## config.mk

```make
export PLATFORM = sky130hd
export DESIGN_NAME = store_buffer
export DESIGN_NICKNAME = d
export VERILOG_FILES = /design/src/rtl/store_buffer_pkg.sv /design/src/rtl/store_buffer_sb_fifo.sv /design/src/rtl/store_buffer.sv
export SDC_FILE = /design/constraint.sdc
export NUM_CORES = 1
export LEC_CHECK = 0
export ABC_CLOCK_PERIOD_IN_PS = 5850
export BUFFER_PORTS_ARGS = -buffer_cell sky130_fd_sc_hd__buf_4
export CAP_MARGIN = 20
export CORE_MARGIN = 2
export CORE_UTILIZATION = 48
export CTS_CLUSTER_DIAMETER = 80
export DETAILED_ROUTE_END_ITERATION = 8
export PLACE_DENSITY = 0.7
export SYNTH_ARGS = -nofsm -noshare
export SYNTH_HDL_FRONTEND = slang
export SYNTH_SLANG_ARGS = --single-unit
```

## constraint.sdc

```tcl
create_clock -name clk -period 5.85 [get_ports clk]
set_clock_uncertainty 0.15 [all_clocks]
set_input_delay 0.585 -clock clk [delete_from_list [all_inputs] [get_ports clk]]
set_output_delay 0.585 -clock clk [all_outputs]
set_load 0.02 [all_outputs]
```

## src/rtl/store_buffer_pkg.sv

```systemverilog
`default_nettype none
// ============================================================================
//  Module      : store_buffer_pkg
//  Description : Shared types for the posted-write store buffer: the memory
//                side FSM state encoding, the buffered entry layout and a
//                helper that turns a word address back into a byte address.
//  Config      : STORE_BUFFER_FORWARD_EN (consumed by sb_fifo/store_buffer)
//  Revision    : 1.0 - initial release
// ============================================================================
package store_buffer_pkg;

  typedef enum logic [1:0] {
    IDLE  = 2'd0,
    WRITE = 2'd1,
    READ  = 2'd2
  } sb_state_t;

  typedef struct packed {
    logic [29:0] waddr;
    logic [31:0] data;
  } sb_entry_t;

  localparam int unsigned SB_WADDR_W = 30;

  function automatic logic [31:0] sb_byte_addr(input logic [SB_WADDR_W-1:0] waddr);
    return {waddr, 2'b00};
  endfunction

endpackage
`default_nettype wire

```

## src/rtl/store_buffer_sb_fifo.sv

```systemverilog
`default_nettype none
// ============================================================================
//  Module      : sb_fifo
//  Description : Circular store-entry storage with head/tail/count, push and
//                pop, the oldest (head) entry as output and, when forwarding
//                is enabled, a youngest-match search on a word address.
//  Config      : STORE_BUFFER_FORWARD_EN - builds the address comparators and
//                the o_hit/o_hit_data lookup result.
//  Ports       : clk, reset        - clock, synchronous active-high reset
//                i_push/i_push_entry - write entry at tail (caller ensures !full)
//                i_pop             - retire head entry (caller ensures !empty)
//                o_head_entry      - oldest entry
//                o_count/o_full/o_empty - occupancy
//                i_lookup_waddr, o_hit, o_hit_data - forwarding lookup
//  Revision    : 1.0 - initial release
// ============================================================================
module sb_fifo
  import store_buffer_pkg::*;
#(
  parameter int DEPTH = 4,
  parameter int CW    = 3
) (
  input  logic            clk,
  input  logic            reset,
  input  logic            i_push,
  input  sb_entry_t       i_push_entry,
  input  logic            i_pop,
  output sb_entry_t       o_head_entry,
  output logic [CW-1:0]   o_count,
  output logic            o_full,
  output logic            o_empty
`ifdef STORE_BUFFER_FORWARD_EN
  ,
  input  logic [29:0]     i_lookup_waddr,
  output logic            o_hit,
  output logic [31:0]     o_hit_data
`endif
);

  localparam int PW = $clog2(DEPTH);

  sb_entry_t       r_mem [DEPTH];
  logic [PW-1:0]   r_head;
  logic [PW-1:0]   r_tail;
  logic [CW-1:0]   r_count;

  // Pointers are exactly log2(DEPTH) bits, so natural overflow gives the
  // modulo-DEPTH wrap.
  always_ff @(posedge clk) begin
    if (reset) begin
      r_head  <= '0;
      r_tail  <= '0;
      r_count <= '0;
    end else begin
      if (i_push) begin
        r_tail <= r_tail + 1'b1;
      end
      if (i_pop) begin
        r_head <= r_head + 1'b1;
      end
      case ({i_push, i_pop})
        2'b10:   r_count <= r_count + 1'b1;
        2'b01:   r_count <= r_count - 1'b1;
        default: r_count <= r_count;
      endcase
    end
  end

  // Storage contents are qualified by count, so they need no reset.
  always_ff @(posedge clk) begin
    if (i_push) begin
      r_mem[r_tail] <= i_push_entry;
    end
  end

  assign o_head_entry = r_mem[r_head];
  assign o_count      = r_count;
  assign o_full       = (r_count == CW'(DEPTH));
  assign o_empty      = (r_count == '0);

`ifdef STORE_BUFFER_FORWARD_EN
  // Walk entries from oldest to youngest; a later match overwrites an
  // earlier one, so the result is the youngest store to that word.
  always_comb begin
    o_hit      = 1'b0;
    o_hit_data = '0;
    for (int k = 0; k < DEPTH; k++) begin
      if ((CW'(k) < r_count) &&
          (r_mem[r_head + PW'(k)].waddr == i_lookup_waddr)) begin
        o_hit      = 1'b1;
        o_hit_data = r_mem[r_head + PW'(k)].data;
      end
    end
  end
`endif

endmodule
`default_nettype wire

```

## src/rtl/store_buffer.sv

```systemverilog
`default_nettype none
// ============================================================================
//  Module      : store_buffer
//  Description : Posted-write buffer between a single-cycle core data port
//                and a multi-cycle req/ack data memory. Stores retire into
//                the buffer in zero cycles and drain in program order; loads
//                are forwarded from the buffer or read from memory, bypassing
//                queued stores.
//  Config      : STORE_BUFFER_FORWARD_EN - defined: loads hitting a buffered
//                store are forwarded, misses read memory immediately.
//                Undefined: every load waits for an empty buffer and an idle
//                memory FSM, then reads memory.
//  Ports       : clk, reset                  - clock, sync active-high reset
//                i_cpu_we/i_cpu_re/i_cpu_addr/i_cpu_wdata - core request
//                o_cpu_rdata/o_cpu_stall     - core response
//                o_mem_req/o_mem_we/o_mem_addr/o_mem_wdata - memory request
//                i_mem_ack/i_mem_rdata       - memory response
//                o_sb_count                  - buffer occupancy
//  Revision    : 1.0 - initial release
// ============================================================================
module store_buffer
  import store_buffer_pkg::*;
#(
  parameter int DEPTH = 4,
  parameter int CW    = 3
) (
  input  logic            clk,
  input  logic            reset,
  input  logic            i_cpu_we,
  input  logic            i_cpu_re,
  input  logic [31:0]     i_cpu_addr,
  input  logic [31:0]     i_cpu_wdata,
  output logic [31:0]     o_cpu_rdata,
  output logic            o_cpu_stall,
  output logic            o_mem_req,
  output logic            o_mem_we,
  output logic [31:0]     o_mem_addr,
  output logic [31:0]     o_mem_wdata,
  input  logic            i_mem_ack,
  input  logic [31:0]     i_mem_rdata,
  output logic [CW-1:0]   o_sb_count
);

  sb_state_t      r_state;
  sb_state_t      w_state_next;
  logic           r_mem_req;
  logic           r_mem_we;
  logic [31:0]    r_mem_addr;
  logic [31:0]    r_mem_wdata;
  logic           w_req_next;
  logic           w_we_next;
  logic [31:0]    w_addr_next;
  logic [31:0]    w_wdata_next;

  sb_entry_t      w_head;
  sb_entry_t      w_push_entry;
  logic           w_fifo_full;
  logic           w_fifo_empty;
  logic [CW-1:0]  w_count;
  logic           w_push;
  logic           w_pop;
  logic           w_rd_done;
  logic           w_read_go;
  logic           w_load_stall;
  logic           w_unused_addr_lsbs;

  assign w_unused_addr_lsbs = ^i_cpu_addr[1:0];

  // A store is refused whenever the buffer is full at the start of the
  // cycle, even if the head retires on the same edge.
  assign w_push       = i_cpu_we && !w_fifo_full;
  assign w_pop        = (r_state == WRITE) && i_mem_ack;
  assign w_rd_done    = (r_state == READ) && i_mem_ack;
  assign w_push_entry = '{waddr: i_cpu_addr[31:2], data: i_cpu_wdata};

`ifdef STORE_BUFFER_FORWARD_EN
  logic           w_hit;
  logic [31:0]    w_hit_data;

  sb_fifo #(.DEPTH(DEPTH), .CW(CW)) u_fifo (
    .clk            (clk),
    .reset          (reset),
    .i_push         (w_push),
    .i_push_entry   (w_push_entry),
    .i_pop          (w_pop),
    .o_head_entry   (w_head),
    .o_count        (w_count),
    .o_full         (w_fifo_full),
    .o_empty        (w_fifo_empty),
    .i_lookup_waddr (i_cpu_addr[31:2]),
    .o_hit          (w_hit),
    .o_hit_data     (w_hit_data)
  );

  // No match means no address hazard, so a miss may overtake queued stores.
  assign w_read_go    = i_cpu_re && !w_hit;
  assign w_load_stall = i_cpu_re && !w_hit && !w_rd_done;

  always_comb begin
    o_cpu_rdata = '0;
    if (i_cpu_re) begin
      if (w_hit) begin
        o_cpu_rdata = w_hit_data;
      end else if (w_rd_done) begin
        o_cpu_rdata = i_mem_rdata;
      end
    end
  end
`else
  sb_fifo #(.DEPTH(DEPTH), .CW(CW)) u_fifo (
    .clk            (clk),
    .reset          (reset),
    .i_push         (w_push),
    .i_push_entry   (w_push_entry),
    .i_pop          (w_pop),
    .o_head_entry   (w_head),
    .o_count        (w_count),
    .o_full         (w_fifo_full),
    .o_empty        (w_fifo_empty)
  );

  // Without comparators, a load is only safe once every older store has
  // reached memory.
  assign w_read_go    = i_cpu_re && w_fifo_empty;
  assign w_load_stall = i_cpu_re && !w_rd_done;

  always_comb begin
    o_cpu_rdata = '0;
    if (i_cpu_re && w_rd_done) begin
      o_cpu_rdata = i_mem_rdata;
    end
  end
`endif

  assign o_cpu_stall = (i_cpu_we && w_fifo_full) || w_load_stall;
  assign o_sb_count  = w_count;

  // Next-state and memory-side register inputs. The request registers load
  // on the same edge that leaves IDLE, so mem_req is high for exactly the
  // cycles spent in WRITE/READ and drops on the ack edge, which always
  // leaves one IDLE cycle with mem_req low.
  always_comb begin
    w_state_next = r_state;
    w_req_next   = r_mem_req;
    w_we_next    = r_mem_we;
    w_addr_next  = r_mem_addr;
    w_wdata_next = r_mem_wdata;
    case (r_state)
      IDLE: begin
        if (w_read_go) begin
          w_state_next = READ;
          w_req_next   = 1'b1;
          w_we_next    = 1'b0;
          w_addr_next  = {i_cpu_addr[31:2], 2'b00};
        end else if (!w_fifo_empty) begin
          w_state_next = WRITE;
          w_req_next   = 1'b1;
          w_we_next    = 1'b1;
          w_addr_next  = sb_byte_addr(w_head.waddr);
          w_wdata_next = w_head.data;
        end
      end
      WRITE, READ: begin
        if (i_mem_ack) begin
          w_state_next = IDLE;
          w_req_next   = 1'b0;
        end
      end
      default: begin
        w_state_next = IDLE;
        w_req_next   = 1'b0;
      end
    endcase
  end

  always_ff @(posedge clk) begin
    if (reset) begin
      r_state     <= IDLE;
      r_mem_req   <= 1'b0;
      r_mem_we    <= 1'b0;
      r_mem_addr  <= '0;
      r_mem_wdata <= '0;
    end else begin
      r_state     <= w_state_next;
      r_mem_req   <= w_req_next;
      r_mem_we    <= w_we_next;
      r_mem_addr  <= w_addr_next;
      r_mem_wdata <= w_wdata_next;
    end
  end

  assign o_mem_req   = r_mem_req;
  assign o_mem_we    = r_mem_we;
  assign o_mem_addr  = r_mem_addr;
  assign o_mem_wdata = r_mem_wdata;

endmodule
`default_nettype wire

```

==> run metrics, run 1 <==
status complete, no violations; flops & latches, synth 323; multi-input logic area 3040 um^2; R2R Path Start u_fifo.o_count[0]; Net Sw Frac between 30% and 40%; layout cells sized above 1 about a third; Worst-Skew Late Latency ~0.5 ns; Worst setup endpoint u_fifo.o_count[2]; Final ANT Viol Nets 0; top post-synthesis cells by area edfxtp_1 61%, dfxtp_1 12%, mux4_2 11%; crit path from u_fifo.o_count[0]; Post-synth EDFFs 248; die footprint 26700 um^2; hold buffers post-CTS 0; GPL Wtd Cong approximately 0.71; Yosys Warn Count 0; die span in y approximately 160 um; Initial Util 48.6%; Sink Count ~320; port buffer count between 150 and 200; CP arrival 2.92 ns; Pwr per Cell Area 460 nW/um^2; clock root buffer clkbuf_16; post-CTS setup buffers 0; placed insts ~1200; Remaining DRCs 0; total power approximately 6900 uW; critical path type register to register; final period utilization approximately 45%; setup tns final 0 ns; Slew headroom 31.0%; Finish-stage setup viols 0; VDD IR max 0.000283 V; vias per cell 5.32; Post-synth top cells 248 x edfxtp_1, 129 x nand2_1, 75 x dfxtp_1, 62 x mux4_2, 43 x nor2_1; WL final 25100 um; total number of vias 6915; TritonCTS clock tree yes; final hold slack 0.134 ns; logic gate share of total power about a quarter; synthesis-to-finish area growth 23.6%; count leader, synth edfxtp_1; Max Root-Sink Buffers 3; worst-margin pin slew 1.03 ns; Worst R2R End u_fifo.o_count[2]; Leak Pwr 0.00546 uW; Fin. Hold Viols 0; Int Power just under 5000 uW; min Tclk post-route around 2.7 ns; setup repair after global routing missed its margin no; DP HPWL 14000 um; Post-CTS Resized 0; gr usage total 19.0%; Gate Count Post-Synth approximately 750; crit start category register; I/O Pins between 200 and 250; clock buffer count from CTS 35; Syn Area/Cell 16.4 um^2; initial DRC count between 400 and 500; Worst Hold Path Cells 1; WP data required 6.12 ns; Reg2Reg Depth 8; First-pass DRT Iterations 4; Reg power frac 43.7%; mapped cell area 12200 um^2; top cell type's share of synthesized area 61.0%; largest net degree at the start of global routing 75; r2r setup slk 3.20 ns; Max Slew Vio Count 0; final std cells w/o fill 1299; critical path capture point type register; Reg clk slew, reported paths 0.06 ns; Horiz. Die Dim 163 um; global-route wire length before repair 38500 um; fmax 0.377 GHz; clock share of power between 30% and 40%; global route total overflow 0; Min-Delay Path Class primary input to register; Most used DFF post-synth edfxtp_1; Seq/Total Area, Yosys 73.3%; Final #Nets between 1000 and 1500; NetSw 2130 uW; post-synth top area cell edfxtp_1; max-cap violation count 0; ys async rst share 0%; initial antenna violation count 1; number of global-route vias before repair 7069; Core Region 25100 um^2; worst-path fanout max 7; count of cell types in the netlist 32; Rows 58; register area around 9000 um^2; H-tree depth 2; WL per Instance 19.3 um; fill cell count 1911
layout by cell type (no fill, tap or decap), drive strengths merged, types with 2 or more instances in the layout:
cell	n
nor2	44
buf	205
a21oi	36
conb	2
mux2i	2
edfxtp	248
dfxtp	75
o21ai	3
nand2	129
a21boi	2
ha	8
and2	38
mux4	62
clkinv	17
inv	6
clkbuf	45
a311oi	30
nor3	2
or3	2
xnor2	3
xor2	2
per-layer routing:
| layer | vias to the layer above | GRT usage [%] | part of all wire [%] |
|---|---|---|---|
| met4 | 0 | 5.54 | 2.0 |
| li1 | 3206 | - | - |
| met5 | - | 0 | 0 |
| met3 | 44 | 4.39 | 7.4 |
| met2 | 228 | 33.7 | 51 |
| met1 | 3437 | 23.2 | 40 |
logic make-up (layout without fill, tap and decap cells):
family / Yosys count / in the layout / share of synthesized area (%)
AOI/OAI and AO/OA: 74 / 74 / 4.07
xor gates and xnor gates: 5 / 5 / 0.359
adders and majority gates: 9 / 9 / 0.984
buffers and inverters: 52 / 274 / 2.01
DFF: 323 / 323 / 73.3
muxes: 64 / 64 / 11.6
other: 1 / 3 / 0.0307
and+or+nand+nor: 217 / 217 / 7.66
stage by stage:
step                      cell area, um^2  utilization [%]  setup slack, ns
after floorplan                     12200                -             2.72
after global placement              14000             55.6             3.10
after detailed placement            14000             55.6             3.08
after CTS                           15100             60.1             3.15
after global routing                15100             60.1             2.98
final                               15100             60.1             3.20
power groups by stage:
stage                     logic (uW)  clock network (uW)  registers, uW
after global routing            1980                2230           3080
after CTS                       1840                2150           3040
after detailed placement        1830                   0           3090
after floorplan                  937                   0           3260
final                           1810                2100           3030
after global placement          1810                   0           3080
critical path, cell delays in order, from the launching register on:
cell	delay, ns
dfxtp_1	0.49
nor2_1	0.10
a21boi_1	0.51
inv_1	0.10
ha_1	0.26
fa_1	0.38
xnor2_1	0.14
or3_1	0.30
a21oi_1	0.13
layout make-up:
cell class | instances | share of cell area (%)
sequential | 323 | 59.4
clock buffer | 45 | 6.60
tap | 330 | 2.74
antenna | 1 | 0.0166
multi-input combinational | 371 | 20.2
clock inverter | 18 | 0.780
inverter | 6 | 0.149
timing repair buffer | 205 | 10.2
worst min path at each step:
stage                                start                  end  slack [ns]
after floorplan           u_fifo.r_head[1]             register        0.33
after global placement     o_mem_wdata[16]      o_mem_wdata[16]        0.29
after detailed placement   o_mem_wdata[16]      o_mem_wdata[16]        0.30
after CTS                  i_cpu_wdata[26]  u_fifo.r_mem[3][26]        0.11
after global routing       i_cpu_wdata[20]  u_fifo.r_mem[0][20]        0.11
final                      i_cpu_wdata[27]  u_fifo.r_mem[2][27]        0.13
flip-flops by register name (all words and copies together) (netlist names), named ones only:
name and flops:
o_mem_addr 30, o_mem_req 1, o_mem_wdata 32, o_mem_we 1, u_fifo.o_count 3, u_fifo.r_head 2, u_fifo.r_mem 248, u_fifo.r_tail 2
r_state 2
No activity file was read; power rests on OpenSTA's default activity.
==> inputs of run 2 (changes only) <==
Settings changed: ABC_AREA from default to 1, ABC_CLOCK_PERIOD_IN_PS 5850 to 2400, PLACE_DENSITY 0.7 to 0.72.
Clock period 5.85 ns to 2.4 ns, I/O delays scaled along.
==> run metrics, run 2 <==
clock buffer count from CTS 31 (-11%); WL per Instance 15.6 um (-19%); Remaining DRCs 0 (unchanged); critical path capture point type output port; fmax roughly 0.45 GHz; sequence of cells on the critical path inv_1, ha_1, nand2_1, inv_1, nand2_1, buf_6, nor2_1, buf_4; max-cap violation count 0 (unchanged); setup tns final 0 ns (unchanged); number of global-route vias before repair 9189 (+30%); H-tree depth 1 (-1); Most used DFF post-synth edfxtp_1; placement-stage cell area 15000 um^2 (+7.4%); area share of fa/ha/maj cells after synthesis 0.913% (-0.071 points); worst-margin pin slew 0.688 ns (-0.346 ns); Pwr per Cell Area 1010 nW/um^2 (+120%); Finish-stage setup viols 0 (unchanged); fill cell count 2115 (+11%); Slew headroom 54.1% (+23 points); gr usage total 20.5% (+1.6 points); initial DRC count 529 (+17%); Leak Pwr 0.00696 uW (+27%); flops & latches, synth 323 (unchanged); largest net degree at the start of global routing 125 (+67%); I/O Pins 203 (unchanged); Final Util 61.7% (+1.6 points); slowest CP cell dfxtp_1; Compound-Gate Fraction of Synth Area 5.34% (+1.3 points); Horiz. Die Dim 170 um (+3.7%); max reg flops 248 (unchanged); Synth Area in XOR/XNOR 0.133% (-0.23 points); most frequent cells in the layout 294 x nor2_1, 248 x edfxtp_1, 229 x nand2_1; commonest non-fill, non-tap cell in the layout nor2_1; total power 16800 uW (+140%); worst-path fanout max 32 (+25); TritonCTS clock tree yes; min Tclk post-route 2.23 ns; Final #Nets 1644 (+56%); WP data required 2.01 ns (-4.11 ns); Max Root-Sink Buffers 3 (unchanged); mapped cell area 13200 um^2 (+7.8%); Final ANT Viol Nets 0 (unchanged); top cell type's share of synthesized area 56.6% (-4.4 points); Gate Count Post-Synth 1282 (+72%); simple-gate area share of the yosys netlist 19.0% (+11 points); synthesis-to-finish area growth 26.5%; WL final 29700 um (+18%); final instance area 16600 um^2 (+10%); Biggest register u_fifo.r_mem; multiplexer area fraction after synthesis 0% (-12 points); antenna cell count 0 (-1); die footprint 28700 um^2 (+7.6%); Worst-Skew Late Latency 0.55 ns (+0.05 ns); CP arrival 1.84 ns (-1.08 ns); First-pass DRT Iterations 4 (unchanged); Min-Delay Path Class primary input to register; ys async rst share 0% (unchanged); NetSw 5560 uW (+160%); DP HPWL 17400 um (+24%); port buffer count 198 (unchanged); die span in y 170 um (+3.7%); largest family of logic cells by synthesized area simple AND/OR/NAND/NOR gates; setup repair after global routing missed its margin no; clock root buffer clkbuf_16; status complete, no violations; post-synth top area cell edfxtp_1; count leader, synth nor2_1; Core Region 27000 um^2 (+7.3%); crit start category register; Max Slew Vio Count 0 (unchanged); Net Sw Frac 33.1% (+2.4 points); Post-synth top cells 298 x nor2_1, 248 x edfxtp_1, 230 x nand2_1, 107 x inv_1, 93 x nand3_1; global route total overflow 0 (unchanged); layout cells sized above 1 18.7% (-16 points); vias per cell 5.01 (-5.8%); final period utilization 93.1%; VDD IR max 0.000535 V (+89%); global-route wire length before repair 46700 um (+21%); critical path type register to output port; slowest cell delay on critical path 0.37 ns (-0.14 ns); Initial Util 48.8% (+0.19 points); post-CTS setup buffers 0 (unchanged); Int Power 11200 uW (+130%); final hold slack 0.0402 ns (-0.0935 ns); Syn Area/Cell 10.3 um^2 (-37%); Sink Count 323 (unchanged); Post-synth EDFFs 248 (unchanged); GPL Wtd Cong 0.783 (+11%); clock share of power 27.5% (-2.7 points); Rows 60 (+3.4%); total number of vias 9518 (+38%); count of cell types in the netlist 25 (-22%); Seq/Total Area, Yosys 68.0% (-5.3 points); Reg clk slew, reported paths 0.06 ns (about the same); logic gate share of total power 30.0% (+3.9 points); initial antenna violation count 0 (-1); Yosys Warn Count 0 (unchanged); Fin. Hold Viols 0 (unchanged); top post-synthesis cells by area edfxtp_1 57%, dfxtp_1 11%, nor2_1 8.5%; Reg power frac 42.5% (-1.2 points)
-- run 2: cell count changes after synthesis, moves of 30 or more --
cell,change
a311oi_1,-30
and2_1,-38
inv_1,+101
mux4_2,-62
nand2_1,+101
nand3_1,+93
nor2_1,+255
o21ai_0,+67
o21ai_1,+31
-- run 2: power groups by stage --
stage / Clock (uW) / Sequential (uW) / Combinational, uW
final: 4620 / 7140 / 5040
after global routing: 4920 / 7200 / 5640
after CTS: 4710 / 7130 / 5080
after detailed placement: 0 / 7250 / 4960
after global placement: 0 / 7220 / 4840
after floorplan: 0 / 7670 / 2960
-- run 2: critical path, delay by kind of cell (launching register included) --
family	cells	cell delay, ns
fa+ha+maj	1	0.19
simple gates	3	0.21
buf+inv	4	0.52
flops	1	0.37
-- run 2: kinds of logic (layout without fill, tap and decap cells) --
logic type	after synthesis	after routing
and+or+nand+nor	627	627
other	1	2
buffers and inverters	181	456
AOI/OAI and AO/OA	139	139
xor gates and xnor gates	2	2
adders and majority gates	9	9
DFF	323	323
-- run 2: timing repair --
action	CTS	global route
gates resized for setup	0	1
hold buffers	66	0
hold endpoints to repair	287	0
endpoints found under the setup margin	0	27
-- run 2: area by class of cell --
| cell class | count | area [um^2] | share of cell area, % |
|---|---|---|---|
| Clock buffer | 45 | 878 | 5.28 |
| Clock inverter | 12 | 92.6 | 0.557 |
| Inverter | 111 | 419 | 2.52 |
| Multi-Input combinational cell | 779 | 3380 | 20.3 |
| Sequential cell | 323 | 8960 | 53.8 |
| Tap cell | 341 | 427 | 2.56 |
| Timing Repair Buffer | 288 | 2480 | 14.9 |
-- run 2: path summary, 6_finish.rpt --
kind,start,endpoint,slack [ns],depth (start not counted)
min,i_cpu_we,u_fifo.r_tail[1],0.04,4
max reg2reg,r_state[1],u_fifo.o_count[2],0.38,10
min reg2reg,u_fifo.r_head[0],u_fifo.r_head[0],0.35,2
max,r_state[0],o_cpu_rdata[5],0.17,8
-- run 2: stage by stage --
step / instances / setup WS [ns]
detailed placement: 1776 / 0.444
finish: 1899 / 0.166
floorplan: 1283 / 0.103
global placement: 1776 / 0.484
global route: 1899 / 0.0363
CTS: 1899 / 0.0561
-- run 2: routing by layer --
metal / part of all wire [%] / global-route usage [%] / up-vias
met5: 0 / 0 / -
met4: 2.0 / 6.39 / 0
met1: 42 / 25.6 / 4492
met2: 50 / 37.0 / 288
li1: - / - / 4695
met3: 5.5 / 2.96 / 43
==> inputs of run 3 (changes only) <==
Settings changed: SETUP_SLACK_MARGIN from default to 0.3.
==> run metrics, run 3 (synthesis gave the netlist of run 2 again) <==
Initial Util 48.8% (unchanged); WP data required 2.01 ns (about the same); final worst setup slack 0.293 ns (+0.127 ns); initial antenna violation count 4 (+4); met3 Use GR 4.03% (+1.1 points); max-cap violation count 0 (unchanged); port buffer count 198 (unchanged); setup tns final 0 ns (unchanged); global route total overflow 0 (unchanged); Biggest register u_fifo.r_mem; Sink Count 323 (unchanged); clock buffer count from CTS 34 (+9.7%); die footprint 28700 um^2 (unchanged); status complete, no violations; Max Root-Sink Buffers 3 (unchanged); crit start category register; vias per cell 4.98 (-0.59%); Core Region 27000 um^2 (unchanged); VDD IR max 0.000603 V (+13%); H-tree depth 2 (+1); Remaining DRCs 0 (unchanged); clock root buffer clkbuf_16; global-route met2 utilization 37.7% (+0.64 points); r2r setup slk 0.44 ns (+0.06 ns); TritonCTS clock tree yes; Reg2Reg Depth 7 (-3); largest net degree at the start of global routing 125 (unchanged); R2R Path Start u_fifo.o_count[1]; min-delay src i_cpu_re; layout cells sized above 1 22.1% (+3.4 points); Slew headroom 56.9% (+2.8 points); Rows 60 (unchanged); Place WS 0.438 ns (-0.00606 ns); Fin. Hold Viols 0 (unchanged); Finish-stage setup viols 0 (unchanged); synthesis-to-finish area growth 31.4%; Worst R2R End u_fifo.o_count[1]; total number of vias 9547 (+0.30%); I/O Pins 203 (unchanged); DP HPWL 17000 um (-2.1%); Worst-Skew Late Latency 0.50 ns (-0.05 ns); GPL Wtd Cong 0.760 (-3.0%); Worst setup endpoint o_cpu_rdata[25]; initial DRC count 599 (+13%); WL final 30100 um (+1.3%); Reg clk slew, reported paths 0.05 ns (about the same); CP arrival 1.72 ns (-0.12 ns); worst-path fanout max 8 (-75%); worst-margin pin slew 0.647 ns (-0.0418 ns); fmax 0.475 GHz (+6.0%); Most Crowded Layer GR met2; Pwr per Cell Area 1010 nW/um^2 (-0.32%); placed insts 1777 (+0.056%); most frequent cells in the layout 263 x nor2_1, 248 x edfxtp_1, 226 x nand2_1; die span in y 170 um (unchanged); final std cells w/o fill 1916 (+0.90%); Final #Nets 1656 (+0.73%); crit path from r_state[0]; critical path type register to output port; Leak Pwr 0.00711 uW (+2.3%); met1 Use GR 23.9% (-1.7 points); critical path capture point type output port; Min-Delay Path Class primary input to register; Final Util 64.1% (+2.4 points); WL per Instance 15.7 um (+0.44%); Horiz. Die Dim 170 um (unchanged); commonest non-fill, non-tap cell in the layout nor2_1; max reg flops 248 (unchanged); Max Slew Vio Count 0 (unchanged); final period utilization 87.8% (-5.3 points); total power 17400 uW (+3.6%); gr usage total 20.4% (-0.087 points); min Tclk post-route 2.11 ns (-0.127 ns); Final ANT Viol Nets 0 (unchanged); global-route wire length before repair 45900 um (-1.7%); setup repair after global routing missed its margin yes; First-pass DRT Iterations 5 (+1); number of global-route vias before repair 9053 (-1.5%)
## run 3: timing repair
item                       CTS  global route
setup endpoints to repair   32            35
hold endpoints to repair   287             0
gates cloned                 3             0
setup buffers                5             0
gates resized for setup     38            72
hold buffers                66             0
pin swaps                    5             4
## run 3: power breakdown
part | leakage, uW | total, uW | switching (uW) | internal (uW)
logic | 0.00368 | 5170 | 3280 | 1890
clock network | 0.000530 | 5090 | 2060 | 3030
registers | 0.00290 | 7130 | 330 | 6800
## run 3: worst min-delay path by stage
stage | end | slack [ns] | cells after the start
floorplan | u_fifo.o_count[0] | 0.15 | 1
global placement | u_fifo.r_mem[1][31] | 0.29 | 1
detailed placement | u_fifo.r_mem[2][30] | 0.29 | 1
CTS | r_state[1] | 0.04 | 6
global route | r_state[0] | 0.11 | 6
finish | o_mem_req | 0.07 | 6
## run 3: final cells by class
type	count	area, um^2
tap	341	427
timing repair buffer	297	2720
antenna	4	10.0
inverter	111	422
fill	2044	9660
clock buffer	45	953
clock inverter	16	155
sequential	323	8960
multi-input combinational	779	3640
## run 3: metal layers
| layer | share of wire (%) | up-vias |
|---|---|---|
| li1 | - | 4730 |
| met1 | 40 | 4483 |
| met2 | 51 | 291 |
| met3 | 6.4 | 43 |
| met4 | 2.1 | 0 |
| met5 | 0 | - |
## run 3: metrics by stage
step / hold slack [ns] / instance area [um^2]
6_report: 0.0696 / 17300
5_1_grt: 0.108 / 17300
4_1_cts: 0.0360 / 17000
3_5_place_dp: 0.292 / 15000
3_3_place_gp: 0.291 / 15000
2_1_floorplan: 0.153 / 13200
## run 3: critical path, cell delays in order (launching register included)
cell	delay (ns)
dfxtp_2	0.32
inv_2	0.07
ha_4	0.12
nand2_2	0.04
inv_2	0.07
nand2_4	0.06
buf_6	0.12
buf_12	0.14
nor2_4	0.14
buf_6	0.13
